<file path="config.mk">
export PLATFORM = sky130hd
export DESIGN_NAME = gpo_uart_tx
export DESIGN_NICKNAME = d
export VERILOG_FILES = /design/src/rtl/gpo_uart_pkg.sv /design/src/rtl/gpo_uart_fifo.sv /design/src/rtl/gpo_uart_tx.sv
export SDC_FILE = /design/constraint.sdc
export NUM_CORES = 1
export LEC_CHECK = 0
export BUFFER_PORTS_ARGS = -buffer_cell sky130_fd_sc_hd__buf_4
export CORE_ASPECT_RATIO = 0.6
export CORE_MARGIN = 4
export CORE_UTILIZATION = 60
export CTS_BUF_LIST = sky130_fd_sc_hd__clkbuf_4
export CTS_CLUSTER_DIAMETER = 200
export DETAILED_ROUTE_END_ITERATION = 8
export PLACE_DENSITY = 0.81
export SYNTH_ARGS = -nofsm -noshare
export SYNTH_HDL_FRONTEND = slang
export SYNTH_HIERARCHICAL = 1
export SYNTH_SLANG_ARGS = --single-unit
</file>
<file path="constraint.sdc">
create_clock -name clk_i -period 2.35 [get_ports clk_i]
set_clock_uncertainty 0.1 [all_clocks]
set_input_delay 0 -clock clk_i [delete_from_list [all_inputs] [get_ports clk_i]]
set_output_delay 0 -clock clk_i [all_outputs]
set_load 0.01 [all_outputs]
</file>
<file path="src/rtl/gpo_uart_pkg.sv">
// Shared FSM type and frame constants for the GPO-strobed UART transmitter.
package gpo_uart_pkg;

  typedef enum logic [1:0] {
    ST_IDLE  = 2'd0,
    ST_START = 2'd1,
    ST_DATA  = 2'd2,
    ST_STOP  = 2'd3
  } uart_state_t;

  localparam int unsigned FRAME_BITS = 32'd10;
  localparam int unsigned TOG_BIT    = 32'd7;
  localparam int unsigned DATA_W     = 32'd7;

endpackage

</file>
<file path="src/rtl/gpo_uart_fifo.sv">
// Synchronous FIFO used as the character queue when GPO_UART_TX_FIFO_EN is defined.
// DEPTH must be a power of two >= 2; the caller never pushes when full without a pop.
module gpo_uart_fifo #(
  parameter int unsigned DEPTH = 4,
  parameter int unsigned W     = 8
) (
  input  logic                     clk_i,
  input  logic                     rst_in,
  input  logic                     push_i,
  input  logic                     pop_i,
  input  logic [W-1:0]             din_i,
  output logic [W-1:0]             dout_o,
  output logic                     full_o,
  output logic                     empty_o,
  output logic [$clog2(DEPTH):0]   count_o
);

  localparam int unsigned AW = $clog2(DEPTH);
  localparam int unsigned CW = AW + 1;

  logic [W-1:0]  mem_q [DEPTH];
  logic [AW-1:0] wr_ptr_q, wr_ptr_d;
  logic [AW-1:0] rd_ptr_q, rd_ptr_d;
  logic [CW-1:0] count_q, count_d;

  // Pointer and occupancy update.
  always_comb begin
    wr_ptr_d = wr_ptr_q;
    rd_ptr_d = rd_ptr_q;
    count_d  = count_q;
    if (push_i) begin
      wr_ptr_d = wr_ptr_q + AW'(1'b1);
    end else begin
      wr_ptr_d = wr_ptr_q;
    end
    if (pop_i) begin
      rd_ptr_d = rd_ptr_q + AW'(1'b1);
    end else begin
      rd_ptr_d = rd_ptr_q;
    end
    case ({push_i, pop_i})
      2'b10:   count_d = count_q + CW'(1'b1);
      2'b01:   count_d = count_q - CW'(1'b1);
      default: count_d = count_q;
    endcase
  end

  // Control registers with synchronous reset.
  always_ff @(posedge clk_i) begin
    if (!rst_in) begin
      wr_ptr_q <= {AW{1'b0}};
      rd_ptr_q <= {AW{1'b0}};
      count_q  <= {CW{1'b0}};
    end else begin
      wr_ptr_q <= wr_ptr_d;
      rd_ptr_q <= rd_ptr_d;
      count_q  <= count_d;
    end
  end

  // Storage array; contents are don't-care until written.
  always_ff @(posedge clk_i) begin
    if (push_i) begin
      mem_q[wr_ptr_q] <= din_i;
    end
  end

  assign dout_o  = mem_q[rd_ptr_q];
  assign full_o  = (count_q == CW'(DEPTH));
  assign empty_o = (count_q == {CW{1'b0}});
  assign count_o = count_q;

endmodule

</file>
<file path="src/rtl/gpo_uart_tx.sv">
// Toggle-strobed 8N1 UART transmitter fed from the fsoc GPO word.
// GPO_UART_TX_FIFO_EN selects a FIFO_DEPTH-entry queue; otherwise a single holding register.
module gpo_uart_tx
  import gpo_uart_pkg::*;
#(
  parameter int unsigned CLKDIV     = 87,
  parameter int unsigned FIFO_DEPTH = 4
) (
  input  logic       clk_i,
  input  logic       rst_in,
  input  logic [7:0] gpo_i,
  output logic       tx_o,
  output logic       ready_o,
  output logic       busy_o,
  output logic       ovf_o
);

  localparam int unsigned BAUD_W = $clog2(CLKDIV);
  localparam int unsigned CNT_W  = $clog2(FIFO_DEPTH) + 1;
  localparam logic [BAUD_W-1:0] BAUD_LAST = BAUD_W'(CLKDIV - 1);

  uart_state_t       state_q, state_d;
  logic [BAUD_W-1:0] baud_q, baud_d;
  logic [2:0]        bit_q, bit_d;
  logic [7:0]        shift_q, shift_d;
  logic              tx_q, tx_d;
  logic              tog_q, tog_d;
  logic              ovf_q, ovf_d;

  logic              wr_s, accept_s, pop_s;
  logic [DATA_W:0]   push_data_s;
  logic [DATA_W:0]   q_dout_s;
  logic              q_full_s, q_empty_s;
  logic [CNT_W-1:0]  q_count_s;

  assign push_data_s = {1'b0, gpo_i[DATA_W-1:0]};

  // A pop in the same cycle frees a slot, so a write to a full queue is still taken.
  always_comb begin
    tog_d    = gpo_i[TOG_BIT];
    wr_s     = (gpo_i[TOG_BIT] != tog_q);
    accept_s = wr_s && (!q_full_s || pop_s);
    ovf_d    = ovf_q | (wr_s & ~accept_s);
  end

`ifdef GPO_UART_TX_FIFO_EN
  gpo_uart_fifo #(
    .DEPTH (FIFO_DEPTH),
    .W     (DATA_W + 1)
  ) u_fifo (
    .clk_i   (clk_i),
    .rst_in  (rst_in),
    .push_i  (accept_s),
    .pop_i   (pop_s),
    .din_i   (push_data_s),
    .dout_o  (q_dout_s),
    .full_o  (q_full_s),
    .empty_o (q_empty_s),
    .count_o (q_count_s)
  );
`else
  logic            hold_valid_q, hold_valid_d;
  logic [DATA_W:0] hold_q, hold_d;

  // Single-entry holding register in front of the shifter.
  always_comb begin
    hold_d       = hold_q;
    hold_valid_d = hold_valid_q;
    if (accept_s) begin
      hold_d       = push_data_s;
      hold_valid_d = 1'b1;
    end else if (pop_s) begin
      hold_valid_d = 1'b0;
    end else begin
      hold_valid_d = hold_valid_q;
    end
  end

  // Holding register state.
  always_ff @(posedge clk_i) begin
    if (!rst_in) begin
      hold_q       <= {(DATA_W + 1){1'b0}};
      hold_valid_q <= 1'b0;
    end else begin
      hold_q       <= hold_d;
      hold_valid_q <= hold_valid_d;
    end
  end

  assign q_dout_s  = hold_q;
  assign q_full_s  = hold_valid_q;
  assign q_empty_s = !hold_valid_q;
  assign q_count_s = {{(CNT_W - 1){1'b0}}, hold_valid_q};
`endif

  // Frame sequencer; tx_d follows the next state so tx_o changes with it.
  always_comb begin
    state_d = state_q;
    baud_d  = baud_q;
    bit_d   = bit_q;
    shift_d = shift_q;
    tx_d    = tx_q;
    pop_s   = 1'b0;
    case (state_q)
      ST_IDLE: begin
        baud_d = {BAUD_W{1'b0}};
        bit_d  = 3'd0;
        if (!q_empty_s) begin
          pop_s   = 1'b1;
          shift_d = q_dout_s;
          state_d = ST_START;
          tx_d    = 1'b0;
        end else begin
          tx_d = 1'b1;
        end
      end
      ST_START: begin
        if (baud_q == BAUD_LAST) begin
          baud_d  = {BAUD_W{1'b0}};
          bit_d   = 3'd0;
          state_d = ST_DATA;
          tx_d    = shift_q[0];
          shift_d = {1'b0, shift_q[7:1]};
        end else begin
          baud_d = baud_q + BAUD_W'(1'b1);
        end
      end
      ST_DATA: begin
        if (baud_q == BAUD_LAST) begin
          baud_d = {BAUD_W{1'b0}};
          if (bit_q == 3'd7) begin
            state_d = ST_STOP;
            tx_d    = 1'b1;
          end else begin
            bit_d   = bit_q + 3'd1;
            tx_d    = shift_q[0];
            shift_d = {1'b0, shift_q[7:1]};
          end
        end else begin
          baud_d = baud_q + BAUD_W'(1'b1);
        end
      end
      ST_STOP: begin
        if (baud_q == BAUD_LAST) begin
          baud_d = {BAUD_W{1'b0}};
          if (!q_empty_s) begin
            pop_s   = 1'b1;
            shift_d = q_dout_s;
            state_d = ST_START;
            tx_d    = 1'b0;
          end else begin
            state_d = ST_IDLE;
            tx_d    = 1'b1;
          end
        end else begin
          baud_d = baud_q + BAUD_W'(1'b1);
        end
      end
      default: begin
        state_d = ST_IDLE;
        tx_d    = 1'b1;
      end
    endcase
  end

  // Reset tracks the toggle level so a level present at reset never becomes a write.
  always_ff @(posedge clk_i) begin
    if (!rst_in) begin
      tog_q   <= gpo_i[TOG_BIT];
      ovf_q   <= 1'b0;
      state_q <= ST_IDLE;
      baud_q  <= {BAUD_W{1'b0}};
      bit_q   <= 3'd0;
      shift_q <= 8'd0;
      tx_q    <= 1'b1;
    end else begin
      tog_q   <= tog_d;
      ovf_q   <= ovf_d;
      state_q <= state_d;
      baud_q  <= baud_d;
      bit_q   <= bit_d;
      shift_q <= shift_d;
      tx_q    <= tx_d;
    end
  end

  assign tx_o    = tx_q;
  assign ovf_o   = ovf_q;
  assign ready_o = !q_full_s;
  assign busy_o  = (state_q != ST_IDLE) || (q_count_s != {CNT_W{1'b0}});

endmodule

</file>
## Word-level counts from Yosys, hierarchy flattened

Index checks and enable logic that the tools add are counted.

- Register bits after elaboration: 31
- Bits in latches: 0
- Bits in writable memories: 0
- Memory bits (read-only): 0
- Output and inout port bits: 4
- Word-level logic and storage cells: 69
- Memories kept: 0

- Add/subtract/negate cells: 2
- Multipliers: 0
- Div/mod/pow operators: 0
- $lt $le $gt $ge: 0
- Equal/unequal tests: 12
- Shift-type cells: 0
- Mux-type cells: 30
- Bitwise logic cells: 3
- Reductions and logical operators: 13

Operator list:

| operator | count |
|---|---|
| $mux W8 | 5 |
| $pmux W8 S4 | 1 |
| $pmux W7 S2 | 1 |
| $ne A2 B2 Y1 const B | 6 |
| $mux W1 | 10 |
| $mux W2 | 5 |
| $mux W3 | 3 |
| $pmux W3 S3 | 1 |
| $pmux W2 S4 | 1 |
| $reduce_and A4 Y1 | 2 |
| $add A7 B1 Y7 const B | 1 |
| $eq A7 B7 Y1 const B | 1 |
| $mux W7 | 1 |
| $reduce_and A5 Y1 | 1 |
| $eq A2 B2 Y1 const B | 2 |
| $pmux W1 S4 | 1 |
| $reduce_bool A2 Y1 | 2 |
| $add A3 B1 Y3 const B | 1 |
| $eq A3 B3 Y1 const B | 1 |
| $reduce_and A3 Y1 | 1 |
| $reduce_bool A3 Y1 | 1 |
| $reduce_or A3 Y1 | 1 |
| $eq A2 B1 Y1 const B | 1 |
| $logic_not A2 Y1 | 1 |
| other kinds (8) | 9 |

## Depth between registers and ports, before layout

Gate-level depths: netlist of the first run.

- Word-level depth: 8
- Mapped depth: 7
- Mapped depth without buffers: 6

## Worst setup path before layout of the first run

Ideal clock, no wire load.

- Kind: reg2reg
- Start point: register state_q[0]
- End point: register hold_q[0]
- Arrival: 1.660 ns
- Setup slack: 0.519 ns
- Cell stages (with the launch flop): 8
- Path buffers: 1
- Path through: dfxtp_1 > inv_1 > ha_1 > nand4b_1 > o221ai_2 > and2_1 > buf_6 > mux2i_1

- Cells in the longest elaborated chain, start to end: 4
- Elaborated cells on any way between the ends: 5
- Those cells by class: eq/ne: 1; mux: 1; reduce/logical: 3

Ends and longest elaborated chain:

| item | RTL line | text |
|---|---|---|
| start: declaration | gpo_uart_tx.sv:22 | `uart_state_t state_q, state_d;` |
| start signal: assignment | gpo_uart_tx.sv:179 | `state_q <= state_d;` |
| $eq A2 B2 Y1 / $logic_not A2 Y1 (equally long branches) | gpo_uart_tx.sv:104 | `case (state_q)` |
| $pmux W1 S2 (*) | gpo_uart_tx.sv:104 |  |
| $logic_or A1 B1 Y1 (*) | gpo_uart_tx.sv:42 | `accept_s = wr_s && (!q_full_s \|\| pop_s);` |
| $logic_and A1 B1 Y1 (*) | gpo_uart_tx.sv:42 |  |
| end signal: assignment | gpo_uart_tx.sv:82 | `hold_q <= {(DATA_W + 1){1'b0}};` |
| end signal: assignment | gpo_uart_tx.sv:85 | `hold_q <= hold_d;` |
| end: declaration | gpo_uart_tx.sv:63 | `logic [DATA_W:0] hold_q, hold_d;` |

Every way passes the cells marked *; elsewhere a longest branch is shown, timed or not.
A chain may end at the register's enable or synchronous reset.

## Worst setup path after layout of the first run

- Start point: register state_q[0]
- End point: register hold_q[6]

The elaborated chain is that of the path after synthesis.

==> results of run 1 <==
sequential cells by signal (all words and copies together), names as in the netlist:
signal        count
tog_q             1
bit_q             3
shift_q           7
hold_q            7
state_q           2
baud_q            7
tx_o              1
ovf_o             1
hold_valid_q      1
worst paths after layout:
| path | depth (start not counted) | to | startpoint |
|---|---|---|---|
| setup / recovery | 6 | hold_q[6]$_SDFFE_PN0P_ | state_q[0]$_SDFFE_PN0P_ |
| hold / removal | 2 | tog_q$_DFF_P_ | gpo_i[7] |
| setup reg to reg | 6 | hold_q[6]$_SDFFE_PN0P_ | state_q[0]$_SDFFE_PN0P_ |
| hold reg to reg | 1 | baud_q[0]$_SDFF_PP0_ | baud_q[0]$_SDFF_PP0_ |
through the flow:
stage               instance area [sq um]  hold WS [ps]
floorplan                            1470         -72.3
global placement                     1580          20.9
detailed placement                   1580          22.7
CTS                                  1800           220
global route                         1800           247
finish                               1800           234
layout make-up:
cell class,count,area [sq um]
clock buffer,6,45.0
inverter,7,26.3
tap,30,37.5
multi-input combinational,119,815
timing repair buffer,30,265
clock inverter,2,8.76
sequential,30,601
fill,149,447
routing by layer:
layer	track usage (%)	wire length, um	up-vias
met2	35.9	1570	57
met1	30.0	1640	600
met5	0	0	-
li1	-	-	629
met4	16.1	118	0
met3	6.97	233	15
what timing repair did:
action	in CTS	in global routing
hold buffers	16	0
buffers inserted	0	0
hold endpoints to repair	16	0
worst max-delay path, stage by stage, from the launching register on:
cell and delay (ps):
dfxtp_1 430, inv_1 130, ha_1 360, buf_4 200
o221ai_2 220, and2_1 460, mux2i_1 260
cells in the final DEF (no fill, tap or decap), types with 4 or more instances in the layout:
cell type / synthesis / routed
a21oi_1: 4 / 4
buf_4: 0 / 14
clkbuf_4: 0 / 6
dfxtp_1: 30 / 30
dlygate4sd3_1: 0 / 16
ha_1: 9 / 9
inv_1: 7 / 7
mux2i_1: 7 / 7
nand2_1: 27 / 27
nand3_1: 7 / 7
nor2_1: 16 / 16
o21ai_0: 4 / 4
o2bb2ai_1: 7 / 7
xnor2_1: 4 / 4
cells by family (layout without fill, tap and decap cells):
logic type / Yosys count / count (layout) / share of synthesized area [%]
AND/OR/NAND/NOR: 63 / 63 / 20.8
AO/OA/AOI/OAI: 34 / 34 / 18.5
flip-flops: 30 / 30 / 40.8
buffers and inverters: 13 / 45 / 3.91
adder cells (fa/ha/maj): 9 / 9 / 7.65
multiplexers: 7 / 7 / 4.76
XOR/XNOR: 6 / 6 / 3.57
power by group through the flow:
stage	Sequential, W	Clock [W]	Combinational (W)
2_1_floorplan	0.000629	0	0.000511
3_3_place_gp	0.000637	0	0.000634
3_5_place_dp	0.000642	0	0.000664
4_1_cts	0.000630	0.000308	0.000686
5_1_grt	0.000643	0.000330	0.000791
6_report	0.000635	0.000301	0.000720
==> run_results.csv, run 1 <==
group,metric,value,unit
status,outcome,"finished clean",
global_route,grt_antenna_before_repair,0,
clock_tree,cts_max_level,2,
timing,timing.final.hold_violations,0,
timing,post-route-period-util,95.2,%
logic_synthesis,synthArstFlopShare,0,%
run,drv_cap,0,
power_and_ir_drop,p_per_area,921,mW/mm^2
floorplanning,die_h,46.4,um
final_layout,diodes,0,
power_and_ir_drop,power_switching,0.000663,W
timing,maxSlewHeadroom,68.7,%
power_and_ir_drop,seqPwrFrac,38.4,%
place,dp_hpwl,2.29,mm
floorplanning,ioPinCount,14,
logic_synthesis,synth_top_area_cell,"dfxtp_1",
clock_tree,cts_buffers,5,
clock_tree,clk_latency,330,ps
logic_synthesis,synth_area_leaders,"dfxtp_1, ha_1, nand2_1",
place,gp_congestion,0.835,
logic_synthesis,synthCells,162,
final_layout,layout-drive-gt1-share,14.9,%
logic_synthesis,synth_edf_count,0,
floorplanning,num_rows,13,
critical_path,end_kind,"flop",
timing,setup_viol,0,
drt,wl_per_cell,15.9,um
critical_path,r2r_slack,110,ps
critical_path,crit_type,"reg2reg",
floorplanning,coreArea,0.00224,sq mm
critical_path,crit_required,2510,ps
logic_synthesis,synthesis.nets,181,
power_and_ir_drop,swShare,40.0,%
logic_synthesis,avgSynthCellArea,9.09,sq um
critical_path,startpoint_type,"flop",
place,pre_cts_slack,231,ps
clock_tree,ctsResizeCount,0,
clock_tree,root_buffer,"clkbuf_4",
place,dp_cells,200,
timing,setup_ws,112,ps
logic_synthesis,syn-cell-area,0.00147,sq mm
logic_synthesis,post_synth_num_cell_types,41,
final_layout,area_delta_synth_final,22.1,%
critical_path,crit_fanout,14,
logic_synthesis,yosysSeqAreaShare,40.8,%
drt,viasPerCell,5.81,
timing,slew_violations,0,
drt,dr.first_iter.drc_count,78,
logic_synthesis,netlist.area_leader.share,40.8,%
clock_tree,cts_tree,"built",
global_route,grt_max_degree,29,
clock_tree,clkSlewWorstSetupHoldPaths,90,ps
final_layout,stdcell_count,224,
final_layout,finalNetCount,212,
logic_synthesis,synth_most_common_cell,"dfxtp_1",
floorplanning,die_x,72.0,um
power_and_ir_drop,p_int,0.000993,W
logic_synthesis,ys_ff_latch,30,
power_and_ir_drop,pwr-share-clk,18.2,%
power_and_ir_drop,leakagePower,0.702,nW
critical_path,critPathArrivalTime,2400,ps
power_and_ir_drop,p_total,0.00166,W
power_and_ir_drop,pwr-share-comb,43.5,%
drt,routed_wl,3.56,mm
logic_synthesis,ys_warn_count,6,
drt,drc,0,
timing,grt_setup_unrepaired,"no",
timing,fmax,0.447,GHz
clock_tree,clock_path_buffers,2,
timing,setup_tns,0,ps
hold_path,hold_path_class,"in2reg",
floorplanning,start_util,65.6,%
global_route,grt.total_usage,23.9,%
logic_synthesis,synthTopCellsByCount,"dfxtp_1, nand2_1, nor2_1",
place,io_buffers,13,
clock_tree,cts_sinks,30,
power_and_ir_drop,peakVddDrop,0.000635,V
logic_synthesis,synthFlopType,"dfxtp_1",
final_layout,postLayoutCoreUtil,80.1,%
global_route,grt_overflow,0,
global_route,grt_pass1_vias,1215,
timing,worstMarginPinSlew,470,ps
floorplanning,dieArea,0.00334,sq mm
timing,min_period,2240,ps
drt,first_pass_iters,4,
drt,ant_nets,0,
global_route,grt_first_pass_wirelength,5.80,mm
drt,num_vias,1301,
No activity file was read; power rests on OpenSTA's default activity.
==> inputs of run 2 (changes only) <==
--- a/config.mk
+++ b/config.mk
@@ -8,11 +8,12 @@
 export BUFFER_PORTS_ARGS = -buffer_cell sky130_fd_sc_hd__buf_4
 export CORE_ASPECT_RATIO = 0.6
 export CORE_MARGIN = 4
-export CORE_UTILIZATION = 60
+export CORE_UTILIZATION = 54
 export CTS_BUF_LIST = sky130_fd_sc_hd__clkbuf_4
 export CTS_CLUSTER_DIAMETER = 200
 export DETAILED_ROUTE_END_ITERATION = 8
-export PLACE_DENSITY = 0.81
+export PLACE_DENSITY = 0.77
+export RECOVER_POWER = 50
 export SYNTH_ARGS = -nofsm -noshare
 export SYNTH_HDL_FRONTEND = slang
 export SYNTH_HIERARCHICAL = 1
==> constraint.sdc (replaced) <==
create_clock -name clk_i -period 1.8 [get_ports clk_i]
set_clock_uncertainty 0.1 [all_clocks]
set_input_delay 0 -clock clk_i [delete_from_list [all_inputs] [get_ports clk_i]]
set_output_delay 0 -clock clk_i [all_outputs]
set_load 0.01 [all_outputs]
==> run 2 against run 1 <==
Against the previous run: clock power increased by 32%; global-route usage decreased by 3.3 points; via count increased by 0.31%; critical path type unchanged; highest routed layer unchanged.
==> run_results.csv, run 2 (same netlist as run 1, synthesis figures left out) <==
group,metric,value,unit
status,outcome,"finished clean",
final_layout,reg_top3,"baud_q: 7 flops, hold_q: 7 flops, shift_q: 7 flops",
clock_tree,clock_path_buffers,2,
hold_path,hold_path_class,"in2reg",
global_route,grt_pass1_vias,1246,
critical_path,critPathArrivalTime,1900,ps
critical_path,crit_required,1950,ps
power_and_ir_drop,seqPwrFrac,35.6,%
timing,timing.final.hold_violations,0,
drt,viasPerCell,5.65,
timing,min_period,1760,ps
power_and_ir_drop,pwr-share-comb,47.2,%
final_layout,regArea,606,sq um
final_layout,final_cell_mix,"dfxtp_1, nand2_1, nor2_1, dlygate4sd3_1, buf_4",
floorplanning,die_x,75.4,um
critical_path,end_kind,"flop",
critical_path,rr_startpoint,"bit_q[0]$_SDFFE_PN0P_",
floorplanning,die_h,48.5,um
final_layout,finalNetCount,217,
final_layout,postLayoutCoreUtil,73.3,%
global_route,grt.total_usage,20.6,%
place,dp_hpwl,2.33,mm
floorplanning,dieArea,0.00365,sq mm
global_route,grt_first_pass_wirelength,5.70,mm
final_layout,multiInputGateArea,847,sq um
floorplanning,ioPinCount,14,
clock_tree,cts_max_level,2,
timing,hold_slack,246,ps
critical_path,r2r_slack,40,ps
power_and_ir_drop,p_per_area,1240,mW/mm^2
timing,post-route-period-util,97.7,%
timing,setup_ws,41.0,ps
critical_path,worstRegToRegCells,6,
drt,first_pass_iters,4,
drt,wl_per_cell,15.5,um
final_layout,layout_commonest_cell,"dfxtp_1",
clock_tree,cts_tree,"built",
global_route,grt_antenna_before_repair,0,
timing,worstMarginPinSlew,409,ps
critical_path,startpoint_type,"flop",
final_layout,diodes,0,
place,gp_congestion,0.772,
timing,setup_tns,0,ps
floorplanning,num_rows,14,
timing,fmax,0.569,GHz
floorplanning,coreArea,0.00256,sq mm
clock_tree,clkSlewWorstSetupHoldPaths,100,ps
power_and_ir_drop,p_int,0.00141,W
clock_tree,root_buffer,"clkbuf_4",
critical_path,crit_fanout,4,
hold_path,hold_path_depth,2,
final_layout,area_delta_synth_final,27.4,%
power_and_ir_drop,swShare,39.4,%
clock_tree,cts_sinks,30,
hold_path,min_from,"gpo_i[7]",
final_layout,layout-drive-gt1-share,20.1,%
place,io_buffers,13,
global_route,grt_max_degree,29,
timing,slew_violations,0,
power_and_ir_drop,leakagePower,0.719,nW
clock_tree,cts_buffers,5,
clock_tree,clk_latency,340,ps
timing,maxSlewHeadroom,72.4,%
drt,num_vias,1305,
critical_path,crit_type,"reg2reg",
final_layout,nFillCells,167,
drt,ant_nets,0,
critical_path,r2r-end,"state_q[0]$_SDFFE_PN0P_",
power_and_ir_drop,pwr-share-clk,17.1,%
drt,dr.first_iter.drc_count,81,
power_and_ir_drop,peakVddDrop,0.00103,V
drt,drc,0,
run,drv_cap,0,
power_and_ir_drop,power_switching,0.000915,W
drt,routed_wl,3.59,mm
floorplanning,start_util,57.6,%
place,pre_cts_slack,-61.6,ps
hold_path,hold_end,"tog_q$_DFF_P_",
timing,setup_viol,0,
global_route,grt_overflow,0,
[run 2: changes by cell type in the layout (fill, tap and decap cells not counted), moves of 2 or more]
cell      delta
dfxtp_1      -2
inv_1        -2
ha_1         -3
ha_2         +2
clkbuf_1     +4
[run 2: what timing repair did]
action | in CTS | in global routing
gates resized for setup | 4 | 8
hold buffers | 16 | 0
endpoints found under the setup margin | 11 | 18
pin swaps | 0 | 2
hold endpoints to repair | 16 | 0
buffers inserted | 0 | 1
[run 2: power by group through the flow]
stage	combinational (W)	clock [W]	sequential [W]
3_5_place_dp	0.000994	0	0.000826
6_report	0.00110	0.000398	0.000827
3_3_place_gp	0.000948	0	0.000822
4_1_cts	0.00105	0.000400	0.000815
5_1_grt	0.00118	0.000431	0.000836
2_1_floorplan	0.000704	0	0.000821
[run 2: final cells by class]
class,instances,share of cell area (%)
inverters,7,1.53
flip-flops and latches,30,32.3
clock buffers,6,2.40
well taps,32,2.13
clock inverters,2,0.467
repair buffers,35,16.0
multi-input cells,119,45.2
[run 2: per-stage QoR]
stage                     power (W)  instances  area [sq um]
final                       0.00232        231          1880
after global routing        0.00245        231          1880
after CTS                   0.00226        230          1870
after detailed placement    0.00182        206          1640
after global placement      0.00177        206          1640
after floorplan             0.00152        162          1490
[run 2: critical path: stages (launching register included)]
cell and delay (ps):
dfxtp_1 330, ha_1 200, ha_1 200, nand2b_1 180, a41o_4 330, nand3_1 80
nor4bb_2 260
[run 2: how the worst max path moves through the flow]
stage	from	end	slack, ps	depth (start not counted)
2_1_floorplan	state_q[0]$_SDFFE_PN0P_	hold_q[0]$_SDFFE_PN0P_	70	7
3_3_place_gp	state_q[0]$_SDFFE_PN0P_	shift_q[0]$_SDFFE_PN0P_	70	6
3_5_place_dp	state_q[1]$_SDFFE_PN0P_	hold_q[4]$_SDFFE_PN0P_	-60	7
4_1_cts	state_q[0]$_SDFFE_PN0P_	hold_q[4]$_SDFFE_PN0P_	6	7
5_1_grt	state_q[0]$_SDFFE_PN0P_	state_q[0]$_SDFFE_PN0P_	-20	6
6_report	bit_q[0]$_SDFFE_PN0P_	state_q[0]$_SDFFE_PN0P_	40	6
[run 2: metal layers]
metal  track usage (%)  part of all wire, %  vias up
met1              28.3                   48      615
met2              27.7                   44       35
met5                 0                    0        -
met3              7.64                  6.1       11
li1                  -                    -      644
met4              10.8                  2.1        0
==> inputs of run 3 (changes only) <==
--- a/config.mk
+++ b/config.mk
@@ -12,6 +12,7 @@
 export CTS_BUF_LIST = sky130_fd_sc_hd__clkbuf_4
 export CTS_CLUSTER_DIAMETER = 200
 export DETAILED_ROUTE_END_ITERATION = 8
+export GPL_TIMING_DRIVEN = 0
 export PLACE_DENSITY = 0.77
 export RECOVER_POWER = 50
 export SYNTH_ARGS = -nofsm -noshare
==> run 3 against run 2 <==
Against the previous run: hold slack lost 170 ps; first-iteration DRC count increased by 59%; sequential power hardly changed; die area stayed put; final area fell by 4.7%; sequential cell count unchanged; non-clock buffer count shrank 5; count of clock-buffer cells in the layout is 1 lower; maximum frequency grew 0.48%; cell count decreased by 2.6%.
==> run_results.csv, run 3 (same netlist as run 1, synthesis figures left out) <==
group,metric,value,unit
status,outcome,"finished clean",
final_layout,final_cell_mix,"nand2_1, dfxtp_1, nor2_1, buf_4, clkbuf_1",
drt,num_vias,1278,
drt,viasPerCell,5.68,
floorplanning,die_x,75.4,um
critical_path,end_kind,"flop",
critical_path,startpoint_type,"flop",
critical_path,crit_fanout,7,
final_layout,final_area,0.00179,sq mm
power_and_ir_drop,peakVddDrop,0.000745,V
clock_tree,clk_latency,320,ps
power_and_ir_drop,p_int,0.00138,W
floorplanning,coreArea,0.00256,sq mm
critical_path,crit_required,1920,ps
drt,drc,0,
clock_tree,cts_max_level,2,
final_layout,diodes,0,
clock_tree,cts_buffers,5,
drt,dr.first_iter.drc_count,129,
place,io_buffers,12,
floorplanning,ioPinCount,14,
power_and_ir_drop,power_switching,0.000902,W
drt,first_pass_iters,4,
floorplanning,num_rows,14,
place,dp_hpwl,2.27,mm
hold_path,hold_path_class,"in2reg",
timing,fmax,0.571,GHz
drt,routed_wl,3.39,mm
global_route,grt_pass1_vias,1189,
power_and_ir_drop,pwr-share-comb,47.3,%
global_route,grt_overflow,0,
floorplanning,start_util,57.6,%
power_and_ir_drop,swShare,39.6,%
drt,ant_nets,0,
timing,post-route-period-util,97.3,%
power_and_ir_drop,pwr-share-clk,16.3,%
final_layout,reg_top3,"baud_q: 7 flops, hold_q: 7 flops, shift_q: 7 flops",
critical_path,crit_type,"reg2reg",
place,gp_congestion,0.828,
timing,setup_viol,0,
clock_tree,cts_sinks,30,
critical_path,r2r_slack,50,ps
clock_tree,clkSlewWorstSetupHoldPaths,90,ps
critical_path,worstSetupStartpoint,"state_q[0]$_SDFFE_PN0P_",
run,drv_cap,0,
global_route,grt.total_usage,19.9,%
timing,slew_violations,0,
critical_path,cp-endpoint,"shift_q[5]$_SDFFE_PN0P_",
critical_path,critPathArrivalTime,1870,ps
timing,timing.final.hold_violations,0,
floorplanning,dieArea,0.00365,sq mm
final_layout,area_delta_synth_final,21.4,%
final_layout,layout-drive-gt1-share,20.2,%
clock_tree,root_buffer,"clkbuf_4",
power_and_ir_drop,p_per_area,1270,mW/mm^2
place,dpl_cell_area,0.00162,sq mm
global_route,grt_first_pass_wirelength,5.50,mm
place,pre_cts_slack,-113,ps
clock_tree,clock_path_buffers,2,
timing,setup_ws,49.4,ps
final_layout,nFillCells,193,
critical_path,r2r-end,"shift_q[5]$_SDFFE_PN0P_",
clock_tree,cts_tree,"built",
timing,min_period,1750,ps
global_route,grt_antenna_before_repair,0,
timing,worstMarginPinSlew,505,ps
power_and_ir_drop,leakagePower,0.692,nW
drt,wl_per_cell,15.1,um
critical_path,worstRegToRegCells,6,
floorplanning,die_h,48.5,um
global_route,grt_max_degree,11,
power_and_ir_drop,seqPwrFrac,36.4,%
timing,maxSlewHeadroom,66.3,%
critical_path,rr_startpoint,"state_q[0]$_SDFFE_PN0P_",
final_layout,finalNetCount,212,
timing,hold_slack,70.7,ps
run 3: how the worst min path moves through the flow:
stage	cells past startpoint	startpoint	endpoint
floorplan	0	gpo_i[7]	tog_q$_DFF_P_
global placement	1	gpo_i[7]	tog_q$_DFF_P_
detailed placement	1	gpo_i[7]	tog_q$_DFF_P_
CTS	3	rst_in	bit_q[2]$_SDFFE_PN0P_
global route	2	rst_in	state_q[0]$_SDFFE_PN0P_
finish	3	rst_in	bit_q[2]$_SDFFE_PN0P_
run 3: power groups by stage:
stage	clock network [W]	logic, W	registers [W]
finish	0.000372	0.00108	0.000829
global route	0.000417	0.00118	0.000838
CTS	0.000386	0.000960	0.000828
detailed placement	0	0.000928	0.000830
global placement	0	0.000900	0.000825
floorplan	0	0.000704	0.000821
run 3: worst max-delay path: stages, from the launching register on:
cell and delay [ps]:
dfxtp_4 390, inv_4 50, ha_2 230, nor3_2 330
a41oi_2 90, o21a_2 310, o2bb2ai_1 140
run 3: cell type report:
type | count | area [sq um] | share of cell area [%]
repair buffers | 25 | 193 | 10.8
inverters | 7 | 28.8 | 1.61
multi-input cells | 119 | 853 | 47.7
flip-flops and latches | 30 | 607 | 33.9
plain buffers | 5 | 18.8 | 1.05
clock buffers | 5 | 37.5 | 2.10
clock inverters | 2 | 10.0 | 0.560
well taps | 32 | 40.0 | 2.24
run 3: what timing repair did:
item                       CTS  global route
hold endpoints to repair    10             0
pin swaps                    2             3
hold buffers                 8             0
setup endpoints to repair   15            15
resized for setup            5             8
buffers inserted             1             4
run 3: per-layer routing:
metal | GRT usage (%) | wire [um]
met3 | 7.85 | 178
met5 | 0 | 0
met2 | 27.4 | 1550
met1 | 28.3 | 1630
met4 | 6.10 | 34
run 3: stage by stage:
stage	setup TNS, ps	total power (W)	utilization, %	instances
after floorplan	0	0.00152	-	162
after global placement	-794	0.00172	63.2	206
after detailed placement	-1410	0.00176	63.2	206
after CTS	0	0.00217	68.6	222
after global routing	-56.6	0.00244	69.9	225
final	0	0.00228	69.9	225
